===== config.mk =====
export PLATFORM = sky130hd
export DESIGN_NAME = multi_ch_fault_monitor_flat
export DESIGN_NICKNAME = d
export VERILOG_FILES = /design/src/rtl/multi_ch_fault_monitor_if.sv /design/src/rtl/multi_ch_fault_monitor.sv /design/src/flat_wrapper.sv
export SDC_FILE = /design/constraint.sdc
export NUM_CORES = 1
export LEC_CHECK = 0
export ABC_AREA = 1
export ABC_CLOCK_PERIOD_IN_PS = 5200
export CAP_MARGIN = 40
export CORE_ASPECT_RATIO = 0.75
export CORE_MARGIN = 2
export CORE_UTILIZATION = 54
export DETAILED_ROUTE_END_ITERATION = 10
export PLACE_DENSITY = 0.95
export SETUP_SLACK_MARGIN = 0.15
export SKIP_CTS_REPAIR_TIMING = 1
export SLEW_MARGIN = 20
export SYNTH_ARGS = -nofsm -noshare
export SYNTH_HDL_FRONTEND = slang
export SYNTH_SLANG_ARGS = --single-unit

===== constraint.sdc =====
create_clock -name clk -period 5.2 [get_ports clk]
set_clock_uncertainty 0.05 [all_clocks]
set_input_delay 1.04 -clock clk [delete_from_list [all_inputs] [get_ports clk]]
set_output_delay 1.04 -clock clk [all_outputs]
set_load 0.01 [all_outputs]

===== src/rtl/multi_ch_fault_monitor_if.sv =====
// Sample/threshold/status bundle for multi_ch_fault_monitor.
// master drives samples and thresholds and observes status; slave is the monitor.
interface multi_ch_fault_monitor_if #(
    parameter int NCH = 4,
    parameter int DW  = 16
);
    logic                sample_valid;
    logic [NCH*DW-1:0]   volt;
    logic [NCH*DW-1:0]   curr;
    logic [DW-1:0]       v_hi;
    logic [DW-1:0]       v_lo;
    logic [DW-1:0]       i_hi;
    logic [NCH-1:0]      ch_enable;
    logic                clear;
    logic [NCH-1:0]      warning;
    logic [NCH-1:0]      fault;
    logic                shutdown;
    logic [3:0]          fault_ch;
    logic [3*NCH-1:0]    fault_cause;
    logic [DW-1:0]       log_volt;
    logic [DW-1:0]       log_curr;

    modport master (
        output sample_valid, volt, curr, v_hi, v_lo, i_hi, ch_enable, clear,
        input  warning, fault, shutdown, fault_ch, fault_cause, log_volt, log_curr
    );
    modport slave (
        input  sample_valid, volt, curr, v_hi, v_lo, i_hi, ch_enable, clear,
        output warning, fault, shutdown, fault_ch, fault_cause, log_volt, log_curr
    );
endinterface


===== src/rtl/multi_ch_fault_monitor.sv =====
// Per-channel NORMAL/WARN/FAULT supply monitor with latched global shutdown.
// Define FAULT_LOG_EN to keep a volt/curr snapshot of the first faulted channel.
module mcfm_channel #(
    parameter int DW       = 16,
    parameter int WARN_CYC = 3
) (
    input  logic          clk,
    input  logic          rstn,
    input  logic          sample_valid_i,
    input  logic [DW-1:0] volt_i,
    input  logic [DW-1:0] curr_i,
    input  logic [DW-1:0] v_hi_i,
    input  logic [DW-1:0] v_lo_i,
    input  logic [DW-1:0] i_hi_i,
    input  logic          en_i,
    input  logic          clear_i,
    output logic          warn_o,
    output logic          fault_o,
    output logic          enter_o,
    output logic [2:0]    cause_o
);
    typedef enum logic [1:0] {NORMAL, WARN, FAULT} state_e;

    localparam logic [7:0] WC = 8'(WARN_CYC);

    state_e     state_q, state_d;
    logic [7:0] cnt_q, cnt_d;
    logic       warn_q, fault_q;
    logic       hv, lv, hi, abn;

    assign hv  = volt_i > v_hi_i;
    assign lv  = volt_i < v_lo_i;
    assign hi  = curr_i > i_hi_i;
    assign abn = hv | lv | hi;

    always_comb begin
        state_d = state_q;
        cnt_d   = cnt_q;
        if (clear_i) begin
            state_d = NORMAL;
            cnt_d   = 8'd0;
        end else if (state_q != FAULT && !en_i) begin
            state_d = NORMAL;
            cnt_d   = 8'd0;
        end else if (sample_valid_i) begin
            case (state_q)
                NORMAL: if (abn) begin
                    cnt_d   = 8'd1;
                    state_d = (WC == 8'd1) ? FAULT : WARN;
                end
                WARN: if (abn) begin
                    cnt_d   = cnt_q + 8'd1;
                    if (cnt_d == WC) state_d = FAULT;
                end else begin
                    cnt_d   = 8'd0;
                    state_d = NORMAL;
                end
                default: ;
            endcase
        end
    end

    always_ff @(posedge clk or negedge rstn) begin
        if (!rstn) begin
            state_q <= NORMAL;
            cnt_q   <= 8'd0;
            warn_q  <= 1'b0;
            fault_q <= 1'b0;
        end else begin
            state_q <= state_d;
            cnt_q   <= cnt_d;
            warn_q  <= (state_d == WARN);
            fault_q <= (state_d == FAULT);
        end
    end

    assign warn_o  = warn_q;
    assign fault_o = fault_q;
    assign enter_o = (state_d == FAULT) && (state_q != FAULT);
    assign cause_o = {hv, lv, hi};
endmodule

module multi_ch_fault_monitor #(
    parameter int NCH      = 4,
    parameter int DW       = 16,
    parameter int WARN_CYC = 3
) (
    input  logic                      clk,
    input  logic                      rstn,
    multi_ch_fault_monitor_if.slave   bus
);
    logic [NCH-1:0]      warn, fault, enter;
    logic [NCH-1:0][2:0] cause;
    logic [NCH-1:0][2:0] fault_cause_q, fault_cause_d;
    logic                shutdown_q;
    logic [3:0]          fault_ch_q, fault_ch_d;
    logic                capture;

    for (genvar k = 0; k < NCH; k++) begin : g_ch
        mcfm_channel #(.DW(DW), .WARN_CYC(WARN_CYC)) u_ch (
            .clk            (clk),
            .rstn           (rstn),
            .sample_valid_i (bus.sample_valid),
            .volt_i         (bus.volt[k*DW +: DW]),
            .curr_i         (bus.curr[k*DW +: DW]),
            .v_hi_i         (bus.v_hi),
            .v_lo_i         (bus.v_lo),
            .i_hi_i         (bus.i_hi),
            .en_i           (bus.ch_enable[k]),
            .clear_i        (bus.clear),
            .warn_o         (warn[k]),
            .fault_o        (fault[k]),
            .enter_o        (enter[k]),
            .cause_o        (cause[k])
        );
    end

    // Only the very first fault event is recorded; later entries leave the record alone.
    assign capture = (|enter) && !shutdown_q && !(|fault);

`ifdef FAULT_LOG_EN
    logic [DW-1:0] log_volt_q, log_curr_q, sel_volt, sel_curr;
`endif

    always_comb begin
        fault_ch_d    = 4'd0;
        fault_cause_d = '0;
`ifdef FAULT_LOG_EN
        sel_volt      = '0;
        sel_curr      = '0;
`endif
        for (int k = NCH - 1; k >= 0; k--) begin
            if (enter[k]) begin
                fault_ch_d       = 4'(k);
                fault_cause_d[k] = cause[k];
`ifdef FAULT_LOG_EN
                sel_volt         = bus.volt[k*DW +: DW];
                sel_curr         = bus.curr[k*DW +: DW];
`endif
            end
        end
    end

    always_ff @(posedge clk or negedge rstn) begin
        if (!rstn) begin
            shutdown_q    <= 1'b0;
            fault_ch_q    <= 4'd0;
            fault_cause_q <= '0;
        end else if (bus.clear) begin
            shutdown_q    <= 1'b0;
            fault_ch_q    <= 4'd0;
            fault_cause_q <= '0;
        end else begin
            shutdown_q <= shutdown_q | (|fault);
            if (capture) begin
                fault_ch_q    <= fault_ch_d;
                fault_cause_q <= fault_cause_d;
            end
        end
    end

`ifdef FAULT_LOG_EN
    always_ff @(posedge clk or negedge rstn) begin
        if (!rstn) begin
            log_volt_q <= '0;
            log_curr_q <= '0;
        end else if (bus.clear) begin
            log_volt_q <= '0;
            log_curr_q <= '0;
        end else if (capture) begin
            log_volt_q <= sel_volt;
            log_curr_q <= sel_curr;
        end
    end
    assign bus.log_volt = log_volt_q;
    assign bus.log_curr = log_curr_q;
`else
    assign bus.log_volt = '0;
    assign bus.log_curr = '0;
`endif

    assign bus.warning     = warn;
    assign bus.fault       = fault;
    assign bus.shutdown    = shutdown_q;
    assign bus.fault_ch    = fault_ch_q;
    assign bus.fault_cause = fault_cause_q;
endmodule


===== src/flat_wrapper.sv =====
// flat-port wrapper written by rule: the top's interface ports become plain ports
module multi_ch_fault_monitor_flat 
#(
    parameter int NCH      = 4,
    parameter int DW       = 16,
    parameter int WARN_CYC = 3
)
  (clk, rstn, bus_sample_valid, bus_volt, bus_curr, bus_v_hi, bus_v_lo, bus_i_hi, bus_ch_enable, bus_clear, bus_warning, bus_fault, bus_shutdown, bus_fault_ch, bus_fault_cause, bus_log_volt, bus_log_curr);
  multi_ch_fault_monitor_if #(.NCH(NCH), .DW(DW)) bus_i ();
  input  logic clk;
  input  logic rstn;
  input wire logic [$bits(bus_i.sample_valid)-1:0] bus_sample_valid;
  input wire logic [$bits(bus_i.volt)-1:0] bus_volt;
  input wire logic [$bits(bus_i.curr)-1:0] bus_curr;
  input wire logic [$bits(bus_i.v_hi)-1:0] bus_v_hi;
  input wire logic [$bits(bus_i.v_lo)-1:0] bus_v_lo;
  input wire logic [$bits(bus_i.i_hi)-1:0] bus_i_hi;
  input wire logic [$bits(bus_i.ch_enable)-1:0] bus_ch_enable;
  input wire logic [$bits(bus_i.clear)-1:0] bus_clear;
  output wire logic [$bits(bus_i.warning)-1:0] bus_warning;
  output wire logic [$bits(bus_i.fault)-1:0] bus_fault;
  output wire logic [$bits(bus_i.shutdown)-1:0] bus_shutdown;
  output wire logic [$bits(bus_i.fault_ch)-1:0] bus_fault_ch;
  output wire logic [$bits(bus_i.fault_cause)-1:0] bus_fault_cause;
  output wire logic [$bits(bus_i.log_volt)-1:0] bus_log_volt;
  output wire logic [$bits(bus_i.log_curr)-1:0] bus_log_curr;
  assign bus_i.sample_valid = bus_sample_valid;
  assign bus_i.volt = bus_volt;
  assign bus_i.curr = bus_curr;
  assign bus_i.v_hi = bus_v_hi;
  assign bus_i.v_lo = bus_v_lo;
  assign bus_i.i_hi = bus_i_hi;
  assign bus_i.ch_enable = bus_ch_enable;
  assign bus_i.clear = bus_clear;
  assign bus_warning = bus_i.warning;
  assign bus_fault = bus_i.fault;
  assign bus_shutdown = bus_i.shutdown;
  assign bus_fault_ch = bus_i.fault_ch;
  assign bus_fault_cause = bus_i.fault_cause;
  assign bus_log_volt = bus_i.log_volt;
  assign bus_log_curr = bus_i.log_curr;
  multi_ch_fault_monitor #(.NCH(NCH), .DW(DW), .WARN_CYC(WARN_CYC)) u_core (.clk(clk), .rstn(rstn), .bus(bus_i));
endmodule

== Yosys cells after proc, flatten, opt, wreduce, memory -nomap -nowiden ==
Index checks and enable logic that the tools add are counted.
Storage, ports and cells
  bits in registers: 65
  input bits: 184
  logic and storage cells: 171
Operators by class
  add/sub/neg operators: 4
  magnitude comparators: 12
  eq/ne operators: 24
  muxes and demuxes: 65
  bitwise operators: 9
  reduce and logical (&&, ||, !) cells: 35
Operator list (number)
  $mux W8: 20
  $gt A16 B16 Y1: 8
  $lt A16 B16 Y1: 4
  $pmux W8 S2: 4
  $mux W2: 28
  $add A8 B1 Y8 const B: 4
  $eq A8 B2 Y1 const B: 4
  $mux W12: 2
  $eq A2 B1 Y1 const B: 8
  $ne A4 B4 Y1 const B: 4
  $pmux W2 S2: 4
  $reduce_bool A4 Y1: 4
  $mux W3: 4
  $reduce_and A3 Y1: 4
  $reduce_bool A3 Y1: 4
  $logic_and A1 B1 Y1: 10
  $or A1 B1 Y1: 9
  $eq A2 B2 Y1 const B: 4
  $logic_not A2 Y1: 4
  $mux W4: 2
  $ne A2 B2 Y1 const B: 4
  $reduce_or A4 Y1: 2
  $logic_not A1 Y1: 6
  $reduce_bool A2 Y1: 1
  $mux W1: 1

== Depth between registers and ports, before layout ==
  depth after elaboration: 16
  mapped depth: 23
  depth with buffers taken out: 22

== Hierarchy ==
A second synthesis with hierarchy kept.
Unflattened totals
  cells, all modules: 1410
  area total of the unflattened synthesis: 9330.2 um^2
Modules (own cells, without submodules)
  mcfm_channel at u_core.g_ch[2].u_ch ...: instances 2, cells each 316, area each 2055.7 um^2, seq. area each 300.3 um^2
  mcfm_channel at u_core.g_ch[0].u_ch: instances 1, cells each 325, area each 2135.8 um^2, seq. area each 300.3 um^2
  mcfm_channel at u_core.g_ch[1].u_ch: instances 1, cells each 315, area each 2062.0 um^2, seq. area each 300.3 um^2
  multi_ch_fault_monitor: instances 1, cells each 138, area each 1021.0 um^2, seq. area each 375.4 um^2

== Worst setup path before layout ==
Ideal clock, no wire load.
  path type: input to register
  start point: input bus_v_hi[15]
  end point: register u_core.fault_cause_q (netlist bit u_core.bus.fault_cause[2])
  setup time: 0.117 ns
  data arrival time: 2.935 ns
  required time: 5.033 ns
  setup slack: 2.097 ns
  cell stages on the path: 16
  cells stage by stage: inv_1 ha_1 nand2_1 nor4_2 nand3_1 nand2_1 nand3_1 a21oi_2 nand4_4 nand2_2 inv_2 nand3_4 nand2_4 buf_6 nand2_1 nand2_1
On the way
  longest elaborated chain between the ends: 14
Ends and longest elaborated chain
  from (decl): line flat_wrapper.sv:15  | input wire logic [$bits(bus_i.v_hi)-1:0] bus_v_hi;
  $gt A16 B16 Y1: line multi_ch_fault_monitor.sv:31  | assign hv = volt_i > v_hi_i;
  $or A1 B1 Y1 (2 in a row): line multi_ch_fault_monitor.sv:34  | assign abn = hv | lv | hi;
  $mux W2, on equally long branches: line multi_ch_fault_monitor.sv:51, multi_ch_fault_monitor.sv:47
  $pmux W2 S2: line multi_ch_fault_monitor.sv:46  | case (state_q)
  $mux W2: line multi_ch_fault_monitor.sv:45  | end else if (sample_valid_i) begin
  $mux W2: line multi_ch_fault_monitor.sv:42  | end else if (state_q != FAULT && !en_i) begin
  $mux W2: line multi_ch_fault_monitor.sv:39  | if (clear_i) begin
  $eq A2 B2 Y1: line multi_ch_fault_monitor.sv:79  | assign enter_o = (state_d == FAULT) && (state_q != FAULT);
  $logic_and A1 B1 Y1: line multi_ch_fault_monitor.sv:79
  $reduce_or A4 Y1: line multi_ch_fault_monitor.sv:119  | assign capture = (|enter) && !shutdown_q && !(|fault);
  $logic_and A1 B1 Y1 (2 in a row): line multi_ch_fault_monitor.sv:119
  $reduce_bool A2 Y1 (no line)
  to (signal assigned): line multi_ch_fault_monitor.sv:157  | fault_cause_q <= fault_cause_d;
  to (decl): line multi_ch_fault_monitor.sv:94  | logic [NCH-1:0][2:0] fault_cause_q, fault_cause_d;
Parallel ways exist; a longest one is shown, timed or not. The select of a mux whose other input is x is not followed.
A chain may end at the register's enable or synchronous reset.

== Worst setup path in the final report ==
  start point: input bus_v_hi[15]
  end point: register u_core.fault_cause_q (netlist bit u_core.bus.fault_cause[0])
The elaborated chain is that of the path after synthesis.

==> results.py <==
metrics = {
    "sta": {
        "max_slew_margin_pct": 64.5,
        "setup_viol": 0,
        "min_period_ps": 3800,
        "fmax_mhz": 263,
        "worst_pin_slew_ps": 530,
        "setup_ws_ps": 1400,
        "period_share_pct": 73.0,
        "grt_setup_unrepaired": "no",
        "tns_ps": 0,
        "drv_slew": 0,
        "hold_viol": 0,
    },
    "pwr": {
        "p_clk_share_pct": 33.4,
        "swShare_pct": 32.9,
        "p_int_mw": 1.13,
        "p_comb_share_pct": 36.5,
        "powerDensity_nw_per_um2": 155,
        "pwr-share-seq_pct": 30.1,
        "ir_worst_vdd_v": 0.000166,
        "switchingPower_mw": 0.553,
        "p_leak_nw": 5.74,
    },
    "clock_network": {
        "cts_buffers": 9,
        "cts_max_path_buffers": 2,
        "clk_latency_ps": 340,
        "cts_tree": "done",
        "clkTransAtPathRegs_ps": 50,
        "root_buffer": "clkbuf_16",
        "cts.sinks": 63,
        "cts_max_level": 3,
    },
    "job": {
        "max_cap_violations": 0,
    },
    "synthesis": {
        "ys_seq_area_share_pct": 18.7,
        "synth.largest_area_cell": "ha_1",
        "synth.area.top_cells": "ha_1 (29%), dfrtp_1 (19%), nand2_1 (13%), inv_1 (7.2%), a21oi_1 (5.2%)",
        "yosys_warnings": 0,
        "syn_area_um2": 8420,
        "syn_avg_cell_area_um2": 7.10,
        "ys_types": 40,
        "synth-edff-count": 0,
        "synthArstFlopShare_pct": 100,
        "synth_ff_type": "dfrtp_1",
        "synth_top_area_share_pct": 29.1,
        "synthCells": 1186,
        "ys_ff_latch": 63,
    },
    "grt": {
        "antenna_found_initial": 0,
        "first_global_vias": 8281,
        "grt_usage_pct": 28.5,
        "grt_pass1_wl_um": 38300,
        "grt_max_degree": 64,
        "grt_overflow": 0,
    },
    "place": {
        "port_buffers": 206,
        "place.gp.congestion": 0.934,
        "pre_cts_slack_ps": 1110,
        "hpwl_um": 20200,
        "place_area_um2": 10500,
    },
    "drt": {
        "viasPerCell": 5.33,
        "post-route-drc-count": 0,
        "drt-initial-drc-count": 507,
        "firstDrtPassIters": 5,
        "routedWlPerCell_um": 15.0,
        "wirelength_um": 24000,
        "drtAntennaViolNets": 0,
        "vias": 8540,
    },
    "floorplanning": {
        "coreArea_um2": 15200,
        "ios": 241,
        "die-area_um2": 16600,
        "rows": 39,
        "die_y_um": 112,
        "start_util_pct": 55.3,
        "chipWidth_um": 148,
    },
    "worst_setup_path": {
        "end_kind": "register",
        "cp-start-kind": "input pin",
        "cp.required_ps": 5380,
        "cp_slowest_cell": "clkdlybuf4s50_1",
        "critical_path_class": "input pin to register",
        "cpMostUsedCell": "nand2_1",
        "worstPathArrival_ps": 3970,
        "worstPathMaxFanout": 14,
        "cp_slowest_stage_delay_ps": 450,
        "cp_cell_sequence": "clkdlybuf4s50_1 > inv_1 > ha_1 > nand2_1 > nor4_2 > nand3_1 > nand2_1 > nand3_1 > a21oi_2 > nand4_4 > nand2_2 > inv_2 > nand3_4 > nand2_4 > nand2_1 > nand2_1",
    },
    "hold_path": {
        "hp-class": "register to register",
    },
    "final_layout": {
        "layout-drive-gt1-share_pct": 4.51,
        "areaGrowthSynthToFinish_pct": 28.4,
        "antenna_cells": 0,
        "fin_area_um2": 10800,
        "utilization_pct": 71.1,
        "nNetsFinal": 1771,
    },
    "run_status": {
        "status": "finished clean",
    },
}
cells in the mapped netlist, types with 2 or more instances:
master,count
a21oi_1,87
ha_1,196
a31oi_1,2
nor2_2,7
dfrtp_1,63
nor3_1,11
nand2_2,8
o21ai_1,2
nand4_1,22
nand3_1,60
nor2_1,101
nand3b_1,2
nand3_2,8
o21ai_0,45
nor4_1,2
a21o_1,5
inv_1,162
inv_2,7
nand4_4,2
o21a_1,11
nand4_2,2
xor2_1,10
clkbuf_1,3
a21oi_4,2
buf_4,42
nand2_1,299
nand2_4,2
buf_6,3
o21bai_1,3
o31ai_1,7
sequential cells by signal, indices dropped and copies added, names as in the netlist:
signal and cells:
u_core.g_ch.u_ch.state_q 8, u_core.g_ch.u_ch.cnt_q 32, u_core.g_ch.u_ch.warn_o 4, u_core.g_ch.u_ch.fault_o 4, u_core.bus.fault_ch 2, u_core.bus.fault_cause 12
u_core.bus.shutdown 1
final cells by class:
| class | count | area, um2 |
|---|---|---|
| tap | 205 | 256 |
| multi-input combinational | 939 | 5980 |
| clock inverter | 4 | 20.0 |
| fill | 1195 | 4400 |
| timing repair buffer | 209 | 2100 |
| sequential | 63 | 1580 |
| inverter | 169 | 634 |
| clock buffer | 12 | 256 |
critical path: cells and delay by family:
kind	cells	cell delay (ps)
AND/OR/NAND/NOR	11	1710
AO/OA/AOI/OAI	1	300
adder cells (fa/ha/maj)	1	310
buffers and inverters	3	590
power by group through the flow:
stage                     sequential [mW]  clock, mW  combinational (mW)
after detailed placement            0.514          0               0.603
after CTS                           0.506      0.566               0.606
final                               0.506      0.562               0.614
after global placement              0.514          0               0.573
after floorplan                     0.512          0               0.354
after global routing                0.506      0.593               0.690
cells by family (layout without fill, tap and decap cells):
group | Yosys count | after routing | synth area share [%]
AND/OR/NAND/NOR | 531 | 531 | 28.1
buffers and inverters | 217 | 394 | 11.8
adder cells (fa/ha/maj) | 196 | 196 | 29.1
AO/OA/AOI/OAI | 167 | 167 | 11.1
flip-flops | 63 | 63 | 18.7
XOR/XNOR | 11 | 11 | 1.14
other | 1 | 34 | 0.0445
metrics by stage:
| stage | hold slack [ps] | instances | total power, mW |
|---|---|---|---|
| finish | 421 | 1601 | 1.68 |
| global route | 454 | 1601 | 1.79 |
| CTS | 423 | 1600 | 1.68 |
| detailed placement | 411 | 1584 | 1.12 |
| global placement | 412 | 1584 | 1.09 |
| floorplan | 456 | 1219 | 0.866 |
path summary, 6_finish.rpt:
check	to	cells past startpoint	startpoint	slack, ps
max	u_core.bus.fault_cause[0]	16	bus_v_hi[15]	1400
min	u_core.bus.fault_cause[4]	2	u_core.bus.fault_cause[4]	420
max reg2reg	u_core.bus.fault_cause[0]	18	u_core.g_ch[1].u_ch.cnt_q[1]	2560
min reg2reg	u_core.bus.fault_cause[4]	2	u_core.bus.fault_cause[4]	420
max in group asynchronous	u_core.g_ch[0].u_ch.cnt_q[4]	3	rstn	4020
min in group asynchronous	u_core.g_ch[3].u_ch.state_q[1]	2	rstn	580
routing by layer:
| metal | track usage, % | routed length [um] | vias to the layer above | part of all wire [%] |
|---|---|---|---|---|
| met5 | 0 | 0 | - | 0 |
| met4 | 7.11 | 518 | 0 | 2.2 |
| met3 | 6.26 | 1790 | 47 | 7.5 |
| met2 | 50.1 | 11300 | 322 | 47 |
| met1 | 35.8 | 10400 | 3897 | 43 |
| li1 | - | - | 4274 | - |
cells in the final DEF (no fill, tap or decap), types with 22 or more instances in the layout:
cell type and instances:
nand2_1 299, ha_1 196, a21oi_1 87, clkdlybuf4s50_1 205
nor2_1 101, conb_1 34, dfrtp_1 63, nand4_1 22
nand3_1 60, inv_1 162, o21ai_0 45
Power figures use the tool's default switching activity.
